**config.mk**
```make
export PLATFORM = sky130hd
export DESIGN_NAME = dice_roll_sequencer_flat
export DESIGN_NICKNAME = d
export VERILOG_FILES = /design/src/rtl/dice_roll_sequencer_if.sv /design/src/rtl/dice_roll_sequencer.sv /design/src/flat_wrapper.sv
export SDC_FILE = /design/constraint.sdc
export NUM_CORES = 1
export LEC_CHECK = 0
export CAP_MARGIN = 10
export CORE_MARGIN = 2
export CORE_UTILIZATION = 52
export CTS_CLUSTER_DIAMETER = 60
export DETAILED_ROUTE_END_ITERATION = 8
export GPL_ROUTABILITY_DRIVEN = 0
export PLACE_DENSITY_LB_ADDON = 0.15
export SLEW_MARGIN = 20
export SYNTH_ARGS = -nofsm -noshare
export SYNTH_HDL_FRONTEND = slang
export SYNTH_SLANG_ARGS = --single-unit
```
**constraint.sdc**
```tcl
create_clock -name clk -period 2.35 [get_ports clk]
set_input_delay 0.235 -clock clk [delete_from_list [all_inputs] [get_ports clk]]
set_output_delay 0.235 -clock clk [all_outputs]
set_load 0.05 [all_outputs]
```
**src/rtl/dice_roll_sequencer_if.sv**
```systemverilog
`default_nettype none
// ============================================================================
// Module : dice_roll_sequencer_if
// Brief  : Random-source handshake and roll-result bundle for the dice roller.
// Rev    : 1.0 - initial release
// ============================================================================
interface dice_roll_sequencer_if #(
  parameter int RND_W = 8
);
  logic             rnd_req;
  logic             rnd_ack;
  logic [RND_W-1:0] rnd_data;
  logic             busy;
  logic             roll_valid;
  logic [4:0]       roll_value;
  logic [4:0]       roll_sides;

  modport master (
    output rnd_req, busy, roll_valid, roll_value, roll_sides,
    input  rnd_ack, rnd_data
  );

  modport slave (
    input  rnd_req, busy, roll_valid, roll_value, roll_sides,
    output rnd_ack, rnd_data
  );
endinterface
`default_nettype wire

```
**src/rtl/dice_roll_sequencer.sv**
```systemverilog
`default_nettype none
// ============================================================================
// Module : dice_roll_sequencer
// Brief  : Button conditioning, arbitration and roll sequencing for the dice roller.
// Rev    : 1.0 - initial release
// ============================================================================
module dice_roll_sequencer #(
  parameter int DEBOUNCE_CYCLES = 16,
  parameter int RND_W           = 8
) (
  input  wire logic                 clk,
  input  wire logic                 reset_n,
  input  wire logic [5:0]           btn,
  input  wire logic                 switch_test,
  dice_roll_sequencer_if.master     bus
);

  localparam int         c_CW       = (DEBOUNCE_CYCLES > 2) ? $clog2(DEBOUNCE_CYCLES) : 1;
  localparam logic [c_CW-1:0] c_CNT_LAST = c_CW'(DEBOUNCE_CYCLES - 1);

  localparam logic [1:0] c_IDLE   = 2'd0;
  localparam logic [1:0] c_REQ    = 2'd1;
  localparam logic [1:0] c_REDUCE = 2'd2;
  localparam logic [1:0] c_DONE   = 2'd3;

  logic [5:0]       r_btnMeta;
  logic [5:0]       r_btnSync;
  logic [5:0]       w_debLevel;
  logic [5:0]       r_debDly;
  logic [5:0]       w_event;
  logic             w_hit;
  logic [4:0]       w_sides;

  logic [1:0]       r_state;
  logic [4:0]       r_sides;
  logic             r_testMode;
  logic [RND_W-1:0] r_rem;
  logic [RND_W-1:0] w_sidesExt;

  always_ff @(posedge clk or negedge reset_n) begin
    if (!reset_n) begin
      r_btnMeta <= '0;
      r_btnSync <= '0;
      r_debDly  <= '0;
    end else begin
      r_btnMeta <= btn;
      r_btnSync <= r_btnMeta;
      r_debDly  <= w_debLevel;
    end
  end

  // Level is accepted only after it has disagreed for DEBOUNCE_CYCLES straight cycles.
  for (genvar i = 0; i < 6; i++) begin : g_debounce
    logic [c_CW-1:0] r_cnt;
    logic            r_deb;

    always_ff @(posedge clk or negedge reset_n) begin
      if (!reset_n) begin
        r_cnt <= '0;
        r_deb <= 1'b0;
      end else if (r_btnSync[i] == r_deb) begin
        r_cnt <= '0;
      end else if (r_cnt == c_CNT_LAST) begin
        r_cnt <= '0;
        r_deb <= r_btnSync[i];
      end else begin
        r_cnt <= r_cnt + 1'b1;
      end
    end

    assign w_debLevel[i] = r_deb;
  end

  assign w_event = w_debLevel & ~r_debDly;

  // Lowest button index wins when several presses land together.
  always_comb begin
    w_hit   = |w_event;
    w_sides = 5'd0;
    if      (w_event[0]) w_sides = 5'd4;
    else if (w_event[1]) w_sides = 5'd6;
    else if (w_event[2]) w_sides = 5'd8;
    else if (w_event[3]) w_sides = 5'd10;
    else if (w_event[4]) w_sides = 5'd12;
    else if (w_event[5]) w_sides = 5'd20;
  end

  assign w_sidesExt = RND_W'(r_sides);

  always_ff @(posedge clk or negedge reset_n) begin
    if (!reset_n) begin
      r_state        <= c_IDLE;
      r_sides        <= 5'd0;
      r_testMode     <= 1'b0;
      r_rem          <= '0;
      bus.rnd_req    <= 1'b0;
      bus.busy       <= 1'b0;
      bus.roll_valid <= 1'b0;
      bus.roll_value <= 5'd0;
      bus.roll_sides <= 5'd0;
    end else begin
      case (r_state)
        c_IDLE: begin
          if (w_hit) begin
            r_sides    <= w_sides;
            r_testMode <= switch_test;
            bus.busy   <= 1'b1;
            if (switch_test) begin
              // sides-1 reduces to the top face in a single pass
              r_rem   <= RND_W'(w_sides - 5'd1);
              r_state <= c_REDUCE;
            end else begin
              bus.rnd_req <= 1'b1;
              r_state     <= c_REQ;
            end
          end
        end
        c_REQ: begin
          if (bus.rnd_ack) begin
            bus.rnd_req <= 1'b0;
            r_rem       <= bus.rnd_data;
            r_state     <= c_REDUCE;
          end
        end
        c_REDUCE: begin
          if (r_rem >= w_sidesExt) begin
            r_rem <= r_rem - w_sidesExt;
          end else begin
            bus.roll_value <= r_rem[4:0] + 5'd1;
            bus.roll_sides <= r_sides;
            bus.roll_valid <= 1'b1;
            r_state        <= c_DONE;
          end
        end
        default: begin
          bus.roll_valid <= 1'b0;
          bus.busy       <= 1'b0;
          r_state        <= c_IDLE;
        end
      endcase
    end
  end

endmodule
`default_nettype wire

```
**src/flat_wrapper.sv**
```systemverilog
// flat-port wrapper written by rule: the top's interface ports become plain ports
module dice_roll_sequencer_flat 
#(
  parameter int DEBOUNCE_CYCLES = 16,
  parameter int RND_W           = 8
)
  (clk, reset_n, btn, switch_test, bus_rnd_req, bus_busy, bus_roll_valid, bus_roll_value, bus_roll_sides, bus_rnd_ack, bus_rnd_data);
  dice_roll_sequencer_if #(.RND_W(RND_W)) bus_i ();
  input  wire logic clk;
  input  wire logic reset_n;
  input  wire logic [5:0] btn;
  input  wire logic switch_test;
  output wire logic [$bits(bus_i.rnd_req)-1:0] bus_rnd_req;
  output wire logic [$bits(bus_i.busy)-1:0] bus_busy;
  output wire logic [$bits(bus_i.roll_valid)-1:0] bus_roll_valid;
  output wire logic [$bits(bus_i.roll_value)-1:0] bus_roll_value;
  output wire logic [$bits(bus_i.roll_sides)-1:0] bus_roll_sides;
  input wire logic [$bits(bus_i.rnd_ack)-1:0] bus_rnd_ack;
  input wire logic [$bits(bus_i.rnd_data)-1:0] bus_rnd_data;
  assign bus_rnd_req = bus_i.rnd_req;
  assign bus_busy = bus_i.busy;
  assign bus_roll_valid = bus_i.roll_valid;
  assign bus_roll_value = bus_i.roll_value;
  assign bus_roll_sides = bus_i.roll_sides;
  assign bus_i.rnd_ack = bus_rnd_ack;
  assign bus_i.rnd_data = bus_rnd_data;
  dice_roll_sequencer #(.DEBOUNCE_CYCLES(DEBOUNCE_CYCLES), .RND_W(RND_W)) u_core (.clk(clk), .reset_n(reset_n), .btn(btn), .switch_test(switch_test), .bus(bus_i));
endmodule
```
==> flow_summary_export.csv <==
group,metric,value,unit
status,violations,"design-rule violations",
timing,setup_tns,0,ps
grt,grt_pass1_wl,10700,um
yosys,synthArstFlopShare,100,%
timing,fmax,440,MHz
timing,finClkSkew,12.0,ps
final_layout,final_net_count,389,
place,dp_cells,414,
final_layout,mostFrequentLayoutCells,"73 x dfrtp_1, 28 x clkdlybuf4s50_1, 21 x a21oi_1",
final_layout,final_util,65.2,%
timing,finalCritPeriodShare,96.7,%
floorplanning,start_util,54.2,%
critical_path,startpoint_type,"flop",
place,portBuffers,29,
clock_tree,cts-resized-gates,0,
yosys,syn_area_per_cell,11.6,um^2
timing,maxSlewViolCount,0,
floorplanning,io_pins,31,
pwr,vdd_drop_max,0.585,mV
yosys,syn_nets,337,
drt,dr_total_vias,2325,
clock_tree,clk_pin_slew_worst_paths,80,ps
clock_tree,cts_tree,"built",
yosys,synth.cell_area,0.00348,mm^2
yosys,synth_cells,301,
drt,wl_met1,2980,um
yosys,yosys.area.top_type_share,53.2,%
drt,dr_wl_met3,213,um
clock_tree,numCtsBuffers,9,
grt,grt_overflow_total,0,
critical_path,worstPathMaxFanout,7,
final_layout,drive_gt1_share,16.2,%
drt,route.met2.wl,2800,um
clock_tree,cts_sinks,74,
drt,vias_per_cell,5.34,
timing,rsz0062_at_grt,"false",
final_layout,diodes,0,
grt,grt_usage,18.5,%
grt,grt_pass1_vias,2329,
drt,routed_wl,6080,um
floorplanning,core,0.00642,mm^2
final_layout,final_cells,435,
critical_path,required,2560,ps
drt,drc,1,
clock_tree,cts_max_level,3,
yosys,synth_area_leader_cell,"dfrtp_1",
timing,setup_viol,0,
yosys,synth_edf_count,0,
yosys,synth.area.top_cells,"dfrtp_1 53%, ha_1 6.1%, xnor2_1 4.0%",
pwr,power.leakage,1.90,nW
final_layout,layout_commonest_cell,"dfrtp_1",
timing,holdWs,327,ps
drt,ant_nets,0,
critical_path,arrival,2490,ps
floorplanning,die_height,85.8,um
final_layout,syn_to_final_growth,20.4,%
clock_tree,cts-root-buf,"clkbuf_8",
drt,dr.pass1.iters,6,
yosys,yosysSeqAreaShare,53.2,%
clock_tree,clock_path_buffers,2,
floorplanning,dieArea,0.00736,mm^2
yosys,synth_cell_type_count,51,
yosys,ys_warn_count,0,
pwr,power_density,1070,mW/mm^2
place,dp_hpwl,4550,um
job,max_cap_violations,0,
timing,min_period,2270,ps
critical_path,cp-end-kind,"flop",
drt,wl_per_cell,14.0,um
floorplanning,die_w,85.8,um
clock_tree,clock_latency,340,ps
status,status,"complete, but fails checks",
yosys,synth_seq_cells,74,
drt,routed.top_layer,"met4",
yosys,synthFlopType,"dfrtp_1",
grt,grt_max_degree,48,
critical_path,path_class,"flop to flop",
worst_hold_path,min_path_type,"input port to flop",
floorplanning,num_rows,29,
drt,drtIter0Drc,142,
timing,hold_viol,0,
grt,antenna_found_initial,0,
## layout make-up
| class | instances | area, um^2 |
|---|---|---|
| clock buffer | 10 | 128 |
| tap | 77 | 96.3 |
| inverter | 19 | 71.3 |
| fill | 533 | 2230 |
| sequential | 74 | 1850 |
| timing repair buffer | 48 | 445 |
| clock inverter | 6 | 65.1 |
| multi-input combinational | 201 | 1530 |
## sequential cells by signal (all words and copies together), names as in the netlist
name                     count
u_core.bus.busy              1
u_core.r_btnSync             6
u_core.r_btnMeta             6
u_core.r_state               2
u_core.r_debDly              6
u_core.bus.roll_valid        1
u_core.bus.roll_value        5
u_core.r_rem                 8
u_core.g_debounce.r_cnt     24
u_core.r_sides               4
u_core.g_debounce.r_deb      6
u_core.bus.roll_sides        4
u_core.bus.rnd_req           1
## critical path: stages (launching register included)
cell     delay [ps]
dfrtp_1         410
ha_1            310
and4b_1         200
a21o_1          170
or4b_4          560
nand3_4         170
mux2_4          320
## timing repair
item | in CTS | in global routing
endpoints found under the setup margin | 0 | 9
hold buffers | 1 | 0
setup buffers | 0 | 4
endpoints found under the hold margin | 27 | 0
## layer usage
metal	up-vias	GRT usage, %
met5	-	0
met4	0	7.79
met3	8	3.56
met2	52	29.2
met1	1098	25.3
li1	1167	-
## worst paths after layout
path                                               startpoint  cells after the start  slack (ps)                                       to
worst min register to register  u_core.r_btnMeta[4]$_DFF_PN0_                      0         350            u_core.r_btnSync[4]$_DFF_PN0_
worst max-delay path              u_core.r_rem[4]$_DFFE_PN0P_                      6          80              u_core.r_rem[2]$_DFFE_PN0P_
worst min-delay path                                   btn[1]                      1         330            u_core.r_btnMeta[1]$_DFF_PN0_
min in group asynchronous                             reset_n                      2         350  u_core.g_debounce[2].r_cnt[2]$_DFF_PN0_
max in group asynchronous                             reset_n                      3        1440   u_core.g_debounce[0].r_deb$_DFFE_PN0P_
worst max register to register    u_core.r_rem[4]$_DFFE_PN0P_                      6          80              u_core.r_rem[2]$_DFFE_PN0P_
## metrics by stage
stage / worst slack [ps] / total power, mW / area, um^2
after floorplan: 18.0 / 2.96 / 3490
after global placement: 118 / 3.48 / 3960
after detailed placement: 67.6 / 3.53 / 3960
after CTS: 50.1 / 4.49 / 4160
after global routing: 7.93 / 4.82 / 4190
final: 78.0 / 4.50 / 4190
## power by group
part | internal [mW] | switching [mW] | total (mW)
Sequential | 1.46 | 0.135 | 1.59
Clock | 0.492 | 0.451 | 0.943
Combinational | 0.947 | 1.01 | 1.96
Total | 2.90 | 1.60 | 4.50
## cells in the mapped netlist (2+ instances only)
cell type	count
or3_1	2
nand2b_1	4
mux2i_1	3
nor3b_1	6
a31oi_1	3
nor2b_1	10
xnor2_1	16
mux2_4	6
nand4b_1	6
o21ai_1	2
clkbuf_1	3
xor2_1	3
o211ai_1	2
mux2_2	11
o21ai_0	13
nor2_1	14
a311oi_1	2
a21o_1	2
ha_1	17
nand3_1	12
o31ai_1	2
o21a_1	2
nand2_1	16
and3_1	3
nand3b_1	2
nor3_1	2
dfrtp_1	74
a21oi_1	21
inv_1	18
a221oi_1	3
## kinds of logic after synthesis
group	synth area share, %
other cells	0.108
simple gates	13.8
mux	7.01
compound gates	11.2
buf+inv	3.16
flops	53.2
fa+ha+maj	6.69
xor+xnor	4.78
No activity file was read; power rests on OpenSTA's default activity.
